[config.mk]
export PLATFORM = sky130hd
export DESIGN_NAME = ttl_shift_reg_univ
export DESIGN_NICKNAME = d
export VERILOG_FILES = /design/src/rtl/ttl_shift_reg_univ.sv
export SDC_FILE = /design/constraint.sdc
export NUM_CORES = 1
export LEC_CHECK = 0
export ABC_AREA = 1
export CAP_MARGIN = 20
export CORE_MARGIN = 3
export CORE_UTILIZATION = 44
export CTS_CLUSTER_SIZE = 14
export DETAILED_ROUTE_END_ITERATION = 8
export PLACE_DENSITY = 0.81
export SLEW_MARGIN = 20
export SYNTH_ARGS = -nofsm -noshare
export SYNTH_HDL_FRONTEND = slang
export SYNTH_SLANG_ARGS = --single-unit
[constraint.sdc]
create_clock -name clk -period 2.1 [get_ports clk]
set_input_delay 0.63 -clock clk [delete_from_list [all_inputs] [get_ports clk]]
set_output_delay 0.63 -clock clk [all_outputs]
set_load 0.005 [all_outputs]
[src/rtl/ttl_shift_reg_univ.sv]
// Parametrised 74194-style universal shift register (hold / shift-right / shift-left / load)
// with a shift counter and a one-period word-ready pulse for serial-to-parallel deserialising.
module ttl_shift_reg_univ #(
  parameter int unsigned      WIDTH   = 8,
  parameter logic [WIDTH-1:0] RST_VAL = '0,
  parameter bit               WRAP    = 1'b0,
  parameter int               MRDLY   = 24,
  parameter int               REGDLY  = 19
) (
  input  logic                         clk,
  input  logic                         MRn,
  input  logic                         CEn,
  input  logic [1:0]                   S,
  input  logic                         A,
  input  logic                         B,
  input  logic                         DSL,
  input  logic [WIDTH-1:0]             D,
  output logic [WIDTH-1:0]             Q,
  output logic                         QSR,
  output logic                         QSL,
  output logic [$clog2(WIDTH+1)-1:0]   CNT,
  output logic                         WRDY
);

  localparam int unsigned CW = $clog2(WIDTH + 1);

  localparam logic [1:0] MODE_HOLD  = 2'b00;
  localparam logic [1:0] MODE_SHR   = 2'b01;
  localparam logic [1:0] MODE_SHL   = 2'b10;
  localparam logic [1:0] MODE_LOAD  = 2'b11;

  // Delays only shape the behavioural timing model; the RTL is zero-delay.
  if (WIDTH < 2 || WIDTH > 32 || MRDLY < 0 || REGDLY < 0) begin : g_param_check
    $error("ttl_shift_reg_univ: illegal parameter set");
  end

  logic [WIDTH-1:0] q_nxt;
  logic [CW-1:0]    cnt_nxt;
  logic             wrdy_nxt;
  logic             shift;

  // Next-state: mode decode, then counter / word-ready on any shift.
  always_comb begin
    q_nxt    = Q;
    cnt_nxt  = CNT;
    wrdy_nxt = 1'b0;
    shift    = 1'b0;
    case (S)
      MODE_SHR: begin
        q_nxt = {Q[WIDTH-2:0], A & B};
        shift = 1'b1;
      end
      MODE_SHL: begin
        q_nxt = {DSL, Q[WIDTH-1:1]};
        shift = 1'b1;
      end
      MODE_LOAD: begin
        q_nxt   = D;
        cnt_nxt = '0;
      end
      MODE_HOLD: ;
      default: ;
    endcase
    if (shift) begin
      if (WRAP) begin
        if (CNT == CW'(WIDTH - 1)) begin
          cnt_nxt  = '0;
          wrdy_nxt = 1'b1;
        end else begin
          cnt_nxt = CNT + CW'(1);
        end
      end else if (CNT != CW'(WIDTH)) begin
        // Saturating: once full, further shifts neither count nor pulse.
        cnt_nxt  = CNT + CW'(1);
        wrdy_nxt = (CNT == CW'(WIDTH - 1));
      end
    end
  end

  // State register; CEn high freezes everything including a pending WRDY.
  always_ff @(posedge clk or negedge MRn) begin
    if (!MRn) begin
      Q    <= RST_VAL;
      CNT  <= '0;
      WRDY <= 1'b0;
    end else if (!CEn) begin
      Q    <= q_nxt;
      CNT  <= cnt_nxt;
      WRDY <= wrdy_nxt;
    end
  end

  assign QSR = Q[WIDTH-1];
  assign QSL = Q[0];

endmodule

== Yosys cells after proc, flatten, opt, wreduce, memory -nomap -nowiden ==
Cells that the tools add are included.
Word-level totals
  bits in latches: 0
  word-level logic and storage cells: 21
  RAM bits: 0
  input bits: 16
  bits in read-only memories: 0
  memories: 0
  register bits after elaboration: 13
Cells by class
  $add $sub $neg: 1
  bitwise gates (word level): 2
  multiply operators: 0
  reductions and logical operators: 3
  shift operators: 0
  equal/unequal tests: 5
  div/mod/pow operators: 0
  order comparisons: 0
  mux-type cells: 7
Operators with widths (count)
  case mux 8 bit (3 select lines): 1
  two-way mux 4 bit: 3
  adder 4 x 1 -> 4 bit (second input constant): 1
  == test 2 bit (second input constant): 2
  == test 4 x 3 -> 1 bit (second input constant): 1
  != test 4 bit (second input constant): 1
  two-way mux 1 bit: 3
  nonzero test 3 bit: 1
  == test 2 x 1 -> 1 bit (second input constant): 1
  AND reduction 2 bit: 1
  OR reduction 2 bit: 1
  bitwise AND 1 bit: 1
  NOT 1 bit: 1

== Logic depth before layout (Yosys ltp) ==
  depth after elaboration: 4
  mapped depth: 9
  depth with buffers taken out: 8

== Worst setup path before layout ==
No wires, ideal clock.
  path type: input port to flip-flop
  start point: in S[0]
  end point: reg Q[3]
  data required time: 1976 ps
  slack: 555 ps
  path buffers: 2
  stages on the path: 8
  arrival time: 1421 ps
  cell sequence: inv_1 ha_1 buf_6 inv_4 nand2_4 buf_12 o211ai_1 nand2_1
Between the ends
  word-level cells in the longest chain between the ends: 3
  elaborated cells between the ends (all ways): 6
  those cells by class: 3 x eq/ne; 1 x mux; 2 x reduce/logical
Ends and longest elaborated chain
  from (decl): line 13  | input logic [1:0] S,
  == test 2 bit or == test 2 x 1 -> 1 bit (tied branches): line 48  | case (S)
  nonzero test 3 bit (no line)
  AND reduction 2 bit (no line)
  to (signal assigned): line 87  | Q <= q_nxt;
  to (decl): line 18  | output logic [WIDTH-1:0] Q,
Parallel ways exist; a longest one is shown, timed or not.
A chain may end at the register's enable or synchronous reset.

== Final worst setup path ==
  start point: in S[1]
  end point: reg Q[3]
The elaborated chain is that of the path after synthesis.

==> results.py <==
metrics = {
    "run_status": {
        "status": "complete, no violations",
    },
    "synthesis": {
        "synth_area_per_cell_um2": 7.86,
        "synth-seq-cells": 13,
        "synth_top_family_by_area": "simple AND/OR/NAND/NOR gates",
        "synth_common_cells": "nand2_1 (33), dfrtp_1 (13), a21oi_1 (10), inv_1 (10)",
        "yosysMostFrequentCell": "nand2_1",
        "async_flop_share": 1.00,
        "synth_warnings": 0,
        "synth_simple_gate_area_share": 0.307,
        "yosysUniqueCellTypes": 19,
        "synth_compound_area_frac": 0.131,
        "synth_xor_xnor_area_share": 0,
        "yosys-top-cells-area": "dfrtp_1 (35%), nand2_1 (13%), ha_1 (8.2%)",
        "synth_ff_type": "dfrtp_1",
        "syn_area_um2": 920,
        "synth-edff-count": 0,
        "synth_top_cell_by_area": "dfrtp_1",
        "syn-num-nets": 139,
        "yosys.area.top_type_share": 0.354,
        "seq_area_frac_synth": 0.354,
        "syn_inst": 117,
        "synthAdderAreaFrac": 0.0816,
        "synthMuxAreaShare": 0,
    },
    "placed_design": {
        "portBuffers": 30,
        "place_area_um2": 1220,
        "dp_hpwl_um": 1740,
        "place.gp.congestion": 0.883,
        "post-place-ws_ps": -119,
    },
    "floorplanning": {
        "dieWidth_um": 51.7,
        "start_util": 0.500,
        "num_rows": 15,
        "die_area_um2": 2670,
        "coreArea_um2": 1840,
        "io_pins": 31,
        "die_h_um": 51.7,
    },
    "finish": {
        "design_area_um2": 1240,
        "drive_gt1_frac": 0.122,
        "utilization": 0.676,
        "antenna_cells": 0,
        "finish.net_count": 171,
        "area_growth_pct": 35.2,
    },
    "detailed_routing": {
        "firstDrtPassIters": 4,
        "viasPerCell": 5.11,
        "drt-initial-drc-count": 19,
        "routed_wirelength_um": 2190,
        "vias": 884,
        "ant_nets": 0,
        "wl_per_cell_um": 12.7,
        "post-route-drc-count": 0,
    },
    "clock_tree": {
        "cts_buffer_depth": 2,
        "clockRootBuffer": "clkbuf_4",
        "cts_tree": "yes",
        "hold_buffers": 0,
        "h-tree-depth": 1,
        "post_cts_buffers": 0,
        "cts_buffers": 3,
        "cts_resized": 0,
        "path_clk_slew_ps": 80,
        "clock_latency_ps": 270,
        "cts_sinks": 13,
    },
    "timing": {
        "finalSetupViolCount": 0,
        "finalMaxSlewViolations": 0,
        "worst_clock_skew_ps": 0.791,
        "finalCriticalPeriod_ps": 1940,
        "slew_headroom": 0.601,
        "setup_tns_ps": 0,
        "hold_viol_final": 0,
        "fmax_mhz": 516,
        "rsz0062_at_grt": "no",
        "fin_crit_sh": 0.922,
        "layout_setup_ws_ps": 164,
        "tightest_slew_ps": 597,
    },
    "power_and_ir_drop": {
        "power.leakage_nw": 0.559,
        "worst_ir_drop_vdd_mv": 0.563,
        "cellPowerDensity_nw_per_um2": 808,
    },
    "critical_path": {
        "arrival_ps": 2100,
        "start_kind": "input pin",
        "cp_data_required_time_ps": 2260,
        "path_max_fanout": 11,
        "crit_type": "in -> reg",
        "endpoint_kind": "flip-flop",
    },
    "global_route": {
        "grt_pass1_vias": 849,
        "gr-usage-all-layers": 0.181,
        "grt_max_degree": 14,
        "grt_pass1_wl_um": 3670,
        "grt-ovfl-total": 0,
        "antenna_found_initial": 0,
    },
    "flow_run": {
        "drv_cap": 0,
    },
    "hold_path": {
        "worstHoldPathType": "reg -> reg",
    },
}
state kept, by name, indices dropped and copies added (netlist names):
name / cells
Q: 8
WRDY: 1
CNT: 4
kinds of logic (layout without fill, tap and decap cells):
group / count (synthesis) / in the layout
compound gates: 21 / 21
fa+ha+maj: 6 / 6
buf+inv: 18 / 49
flops: 13 / 13
simple gates: 59 / 59
layer usage:
metal	track usage	wire length, um	vias to the layer above
met2	0.324	1090	39
met5	0	0	-
li1	-	-	440
met1	0.207	891	397
met4	0.0655	46	0
met3	0.0430	162	8
power breakdown:
group	total, mW	switching (mW)	internal, mW
clock network	0.160	0.0865	0.0735
logic	0.444	0.199	0.245
registers	0.401	0.0837	0.317
layout make-up:
class	instances	area (um2)
clock buffer	4	26.3
fill	161	596
inverter	12	47.5
multi-input combinational	86	478
sequential	13	325
tap	25	31.3
timing repair buffer	33	335
worst paths after layout:
path | slack (ps) | depth (start not counted) | endpoint | start
hold reg to reg | 510 | 2 | WRDY | WRDY
hold / removal | 510 | 2 | WRDY | WRDY
setup reg to reg | 860 | 7 | CNT[3] | CNT[0]
setup / recovery | 160 | 7 | Q[3] | S[1]
min in group asynchronous | 730 | 1 | Q[7] | MRn
max in group asynchronous | 990 | 1 | WRDY | MRn
worst max-delay path: stages:
cell,delay [ps]
clkdlybuf4s50_1,530
ha_1,470
inv_4,50
nand2_4,150
nand3_1,100
o211ai_1,90
nand2_1,70
metrics by stage:
| step | power, mW | instances | hold slack (ps) |
|---|---|---|---|
| after floorplan | 0.621 | 117 | 334 |
| after global placement | 0.832 | 169 | 493 |
| after detailed placement | 0.852 | 169 | 498 |
| after CTS | 1.01 | 173 | 518 |
| after global routing | 1.09 | 173 | 552 |
| final | 1.01 | 173 | 510 |
cells in the final DEF (no fill, tap or decap), drive strengths merged, types with 4 or more instances in the layout:
master,instances
nand3,13
dfrtp,13
inv,12
nand2,35
clkbuf,4
o21ai,6
nor2,11
ha,6
clkdlybuf4s50,30
a21oi,12
Note: power is estimated with default switching activity, not from simulation.
